==> src/rtl/kernel_bank_sel.sv <==
// Selects a K_DIM x K_DIM signed convolution kernel from a debounced mode switch or a
// runtime-loaded custom bank; every kernel change is applied only on frame_start_i.
module kernel_bank_sel #(
    parameter int K_DIM         = 3,
    parameter int COEF_W        = 9,
    parameter int MODE_W        = 3,
    parameter int SYNC_STAGES   = 2,
    parameter int STABLE_CYCLES = 16
) (
    input  logic                                     clk_i,
    input  logic                                     reset_i,
    input  logic [MODE_W-1:0]                        switch_i,
    input  logic                                     frame_start_i,
    input  logic                                     load_v_i,
    input  logic [COEF_W-1:0]                        load_data_i,
    input  logic                                     load_last_i,
    output logic                                     load_ready_o,
    output logic                                     load_err_o,
    output logic [K_DIM-1:0][K_DIM-1:0][COEF_W-1:0] filter_o,
    output logic [3:0]                               norm_shift_o,
    output logic [MODE_W-1:0]                        mode_o,
    output logic                                     v_o,
    output logic                                     pending_o,
    output logic [1:0]                               state_o
);
    // Load handshake: a coefficient transfers on every cycle where load_v_i and
    // load_ready_o are both high; load_v_i may be held regardless of ready.

    localparam int N     = K_DIM * K_DIM;
    localparam int C     = K_DIM / 2;
    localparam int CNT_W = $clog2(N);
    localparam int DB_W  = $clog2(STABLE_CYCLES + 1);
    localparam logic [CNT_W-1:0]  LAST_IDX = CNT_W'(N - 1);
    localparam logic [CNT_W-1:0]  CTR_IDX  = CNT_W'(C * K_DIM + C);
    localparam logic [MODE_W-1:0] MODE_CUST = MODE_W'(5);
    localparam logic [MODE_W-1:0] MODE_GAUS = MODE_W'(4);

    // Flat element index r*K_DIM+c matches filter_o[r][c]; raster index i lands at N-1-i.
    typedef logic [N-1:0][COEF_W-1:0] bank_t;
    typedef enum logic [1:0] {S_INIT, S_ACTIVE, S_PENDING} state_t;

    function automatic bank_t identity();
        bank_t b;
        b = '0;
        b[CTR_IDX] = COEF_W'(1);
        return b;
    endfunction

    function automatic bank_t preset(input logic [MODE_W-1:0] m);
        bank_t b;
        int t [3][3];
        logic [CNT_W-1:0] idx;
        b = '0;
        case (m)
            MODE_W'(1): t = '{'{-1, -1, -1}, '{-1, 8, -1}, '{-1, -1, -1}};
            MODE_W'(2): t = '{'{0, -1, 0}, '{-1, 5, -1}, '{0, -1, 0}};
            MODE_W'(3): t = '{'{-2, -1, 0}, '{-1, 1, 1}, '{0, 1, 2}};
            MODE_W'(4): t = '{'{1, 2, 1}, '{2, 4, 2}, '{1, 2, 1}};
            default:    t = '{'{0, 0, 0}, '{0, 1, 0}, '{0, 0, 0}};
        endcase
        for (int pr = 0; pr < 3; pr++) begin
            for (int pc = 0; pc < 3; pc++) begin
                idx = CNT_W'((C + 1 - pr) * K_DIM + (C + 1 - pc));
                b[idx] = COEF_W'(t[pr][pc]);
            end
        end
        return b;
    endfunction

    logic [SYNC_STAGES-1:0][MODE_W-1:0] sync_q;
    logic [MODE_W-1:0] sync_val, last_val, req_mode;
    logic [DB_W-1:0]   db_cnt;
    logic              accept, commit, cust_commit, update, beat, last_slot;
    logic              cust_pending;
    logic [CNT_W-1:0]  cnt;
    logic [MODE_W-1:0] sel_mode;
    bank_t             shadow, bank, bank_src, nxt_filter, filt_q;
    state_t            state;

    assign sync_val = sync_q[SYNC_STAGES-1];
    assign filter_o = filt_q;
    assign state_o  = state;

    always_ff @(posedge clk_i or negedge reset_i) begin
        if (!reset_i) begin
            sync_q   <= '0;
            last_val <= '0;
            db_cnt   <= '0;
        end else begin
            sync_q <= (SYNC_STAGES * MODE_W)'({sync_q, switch_i});
            if (sync_val != last_val) begin
                last_val <= sync_val;
                db_cnt   <= '0;
            end else if (db_cnt != DB_W'(STABLE_CYCLES)) begin
                db_cnt <= db_cnt + 1'b1;
            end
        end
    end

    // One-shot: fires only on the cycle the counter reaches the threshold.
    assign accept = (sync_val == last_val) && (db_cnt == DB_W'(STABLE_CYCLES - 1)) &&
                    ((sync_val != mode_o) || !v_o);
    assign commit      = (state == S_PENDING) && frame_start_i && !accept;
    assign cust_commit = cust_pending && frame_start_i;
    assign sel_mode    = commit ? req_mode : mode_o;
    assign bank_src    = cust_commit ? shadow : bank;
    assign update      = commit || (cust_commit && (sel_mode == MODE_CUST));

    always_comb begin
        nxt_filter = preset(sel_mode);
        if (sel_mode == MODE_CUST) nxt_filter = bank_src;
    end

    always_ff @(posedge clk_i or negedge reset_i) begin
        if (!reset_i) begin
            state        <= S_INIT;
            req_mode     <= '0;
            mode_o       <= '0;
            v_o          <= 1'b0;
            pending_o    <= 1'b0;
            filt_q       <= identity();
            norm_shift_o <= 4'd0;
        end else begin
            if (update) begin
                filt_q       <= nxt_filter;
                norm_shift_o <= (sel_mode == MODE_GAUS) ? 4'd4 : 4'd0;
            end
            case (state)
                S_INIT, S_ACTIVE: begin
                    if (accept) begin
                        req_mode  <= sync_val;
                        pending_o <= 1'b1;
                        state     <= S_PENDING;
                    end
                end
                S_PENDING: begin
                    if (accept) begin
                        req_mode <= sync_val;
                    end else if (frame_start_i) begin
                        mode_o    <= req_mode;
                        v_o       <= 1'b1;
                        pending_o <= 1'b0;
                        state     <= S_ACTIVE;
                    end
                end
                default: state <= S_INIT;
            endcase
        end
    end

    assign beat      = load_v_i && load_ready_o;
    assign last_slot = (cnt == LAST_IDX);

    always_ff @(posedge clk_i or negedge reset_i) begin
        if (!reset_i) begin
            cnt          <= '0;
            shadow       <= identity();
            bank         <= identity();
            cust_pending <= 1'b0;
            load_ready_o <= 1'b0;
            load_err_o   <= 1'b0;
        end else begin
            load_err_o <= 1'b0;
            if (cust_commit) begin
                bank         <= shadow;
                cust_pending <= 1'b0;
                load_ready_o <= 1'b1;
            end else if (!cust_pending) begin
                load_ready_o <= 1'b1;
            end
            if (beat) begin
                if (load_last_i && last_slot) begin
                    shadow[LAST_IDX - cnt] <= load_data_i;
                    cust_pending <= 1'b1;
                    load_ready_o <= 1'b0;
                    cnt          <= '0;
                end else if (load_last_i || last_slot) begin
                    // Malformed load: drop the beat and everything gathered so far.
                    load_err_o <= 1'b1;
                    shadow     <= identity();
                    cnt        <= '0;
                end else begin
                    shadow[LAST_IDX - cnt] <= load_data_i;
                    cnt <= cnt + 1'b1;
                end
            end
        end
    end
endmodule

==> config.mk <==
export PLATFORM = sky130hd
export DESIGN_NAME = kernel_bank_sel
export DESIGN_NICKNAME = d
export VERILOG_FILES = /design/src/rtl/kernel_bank_sel.sv
export SDC_FILE = /design/constraint.sdc
export NUM_CORES = 1
export LEC_CHECK = 0
export CORE_UTILIZATION = 59
export CTS_BUF_LIST = sky130_fd_sc_hd__clkbuf_2
export DETAILED_ROUTE_END_ITERATION = 8
export PLACE_DENSITY = 0.82
export SYNTH_ARGS = -nofsm -noshare
export SYNTH_HDL_FRONTEND = slang
export SYNTH_SLANG_ARGS = --single-unit
==> constraint.sdc <==
create_clock -name clk_i -period 3.39 [get_ports clk_i]
set_clock_uncertainty 0.2 [all_clocks]
set_input_delay 0.678 -clock clk_i [delete_from_list [all_inputs] [get_ports clk_i]]
set_output_delay 0.678 -clock clk_i [all_outputs]
set_load 0.005 [all_outputs]
==> out/metrics.yaml <==
chipHeight_um: 144
holdCritStartpoint: "switch_i[2]"
whs_path_depth: 1
max_slew.worst_pin.slew_ps: 892
ant_nets: 0
cts_tree: "done"
pwr-share-comb_pct: 9.4
hpwl_um: 17800
synthDistinctLibCells: 60
final_cells: 1454
die_area_um2: 20700
rows: 51
drive_gt1_share_pct: 21.3
p_int_mw: 4.54
drc_errors: 0
switching_share_pct: 27.8
cts.clk_slew.worst_paths_ps: 120
final.period_utilization_pct: 87.7
cts_htree_levels: 3
power_density_nw_per_um2: 452
fmax_ghz: 0.336
synth-edff-count: 0
dr_total_vias: 8714
via_per_inst: 5.99
post_cts_buffers: 0
critPathRequiredTime_ps: 3870
drt-total-wl_um: 28700
synth.avg_cell_area_um2: 11.7
drtIter0Drc: 782
p_leak_nw: 6.71
hold_violations: 0
critPathKind: "flip-flop to flip-flop"
setup_viol: 0
rsz0062_at_grt: "false"
syn-instance-count: 1015
numCtsBuffers: 68
yosys-top-cells-area: "dfrtp_1, mux2_2, mux2i_1"
seq_area_frac_synth_pct: 57.9
rr_worst_depth: 7
regArea_um2: 6890
fin_tns_setup_ps: 0
ys_warn_count: 0
drv_cap: 0
clock_sinks: 275
die_w_um: 144
r2r_end: "shadow[5]"
run_status: "complete, no violations"
design_area_um2: 13900
synthArstFlopShare_pct: 100
start_kind: "flip-flop"
crit_arrival_ps: 3460
place_area_um2: 13300
slew_headroom_pct: 40.5
timing.rr.start: "cnt[0]"
wl_per_cell_um: 19.7
clockBufferDepth: 3
synth_top_area_share_pct: 57.2
pwr-share-seq_pct: 56.7
finalWeightedCongestion: 0.893
first_pass_iters: 5
clk_latency_ps: 830
grt_start_max_net_pins: 78
grtUsageTotal_pct: 29.3
ys_ff_latch: 275
globalRoute.totalOverflow: 0
clockRootBuffer: "clkbuf_2"
fill_cells: 1416
cp-end-kind: "flip-flop"
synth_area_leader_cell: "dfrtp_1"
netlist_area_um2: 11900
portBuffers: 107
critPathMaxFanout: 13
initial_core_util_pct: 60.7
grt_pass1_wl_um: 46000
final_cell_mix: "dfrtp_1, clkdlybuf4s50_1, clkbuf_2"
areaGrowthSynthToFinish_pct: 16.9
dp.cells: 1337
min_path_type: "input port to flip-flop"
fin_nets: 1171
min_period_ps: 2970
antenna_found_initial: 2
grt_pass1_vias: 8844
multi_input_area_um2: 4630
slew_violations: 0
ios: 111
pwr-share-clk_pct: 33.9
final_common_cell: "dfrtp_1"
hold_path_end: "sync_q[2]"
core_um2: 19600
rrSetupSlack_ps: 420
p_sw_mw: 1.74
crit_start: "cnt[0]"
peakVddDrop_uv: 243
synth_ff_type: "dfrtp_1"
==> per-stage QoR <==
stage	total power [mW]	hold WS, ps	utilization, %	setup WS, ps
finish	6.28	99.9	71.0	417
global route	6.58	49.8	71.0	279
CTS	6.32	72.8	70.9	455
detailed placement	4.21	135	67.9	241
global placement	4.18	132	67.9	309
floorplan	3.98	131	-	840
==> logic make-up after synthesis <==
| kind of cell | share of synthesized area [%] |
|---|---|
| DFF | 57.9 |
| and+or+nand+nor | 11.0 |
| AOI/OAI and AO/OA | 11.3 |
| muxes | 14.5 |
| buffers and inverters | 3.47 |
| adders and majority gates | 1.16 |
| xor gates and xnor gates | 0.663 |
| other | 0.0315 |
==> worst max path at each step <==
stage / end / slack (ps) / cells after the start
final: shadow[5] / 420 / 7
after global routing: filter_o[32] / 280 / 6
after CTS: shadow[5] / 460 / 7
after detailed placement: filter_o[32] / 240 / 6
after global placement: filter_o[9] / 310 / 6
after floorplan: shadow[80] / 840 / 8
==> final cells by class <==
class,instances,share of cell area (%)
timing repair buffer,141,10.1
sequential,275,49.5
tap,265,2.38
clock buffer,98,3.53
antenna,3,0.0540
multi-input combinational,641,33.3
inverter,16,0.432
clock inverter,15,0.621
==> state kept, by name, summed over array words and instances (netlist names), 4 cells and up <==
register  count
bank         81
cnt           4
db_cnt        5
filter_o     81
shadow       81
==> critical path, cell delays in order, from the launching register on <==
cell,delay [ps]
dfrtp_1,500
inv_1,140
ha_1,290
or3b_2,460
o41a_1,340
nor2_1,590
nand2_1,130
a21oi_1,180
==> repair_timing <==
action / in CTS / in global routing
resized for setup: 0 / 0
hold endpoints to repair: 73 / 0
hold buffers: 1 / 0
==> metal layers <==
metal  vias up  part of all wire (%)  GRT usage [%]
li1       3906                     -              -
met1      4395                    43           40.7
met2       346                    47           43.7
met3        67                   7.7           7.81
met4         0                   2.5           12.3
met5         -                     0              0
==> Yosys cell counts (16+ instances only) <==
| cell | count |
|---|---|
| dfrtp_1 | 272 |
| mux2i_1 | 74 |
| a31oi_1 | 38 |
| nor2_1 | 81 |
| mux2_2 | 86 |
| a21boi_0 | 16 |
| a21oi_1 | 16 |
| nand2_1 | 36 |
| nand3_1 | 75 |
| a22o_1 | 21 |
| clkbuf_1 | 59 |
| o21bai_1 | 21 |
| inv_1 | 16 |
| nor3_1 | 38 |
| o21ai_0 | 19 |
==> power by group through the flow <==
stage               logic (mW)  registers (mW)  clock network, mW
global placement         0.564            3.61                  0
global route             0.655            3.58               2.34
floorplan                0.394            3.58                  0
CTS                      0.591            3.56               2.17
detailed placement       0.587            3.63                  0
finish                   0.588            3.56               2.13
Note: power is estimated with default switching activity, not from simulation.
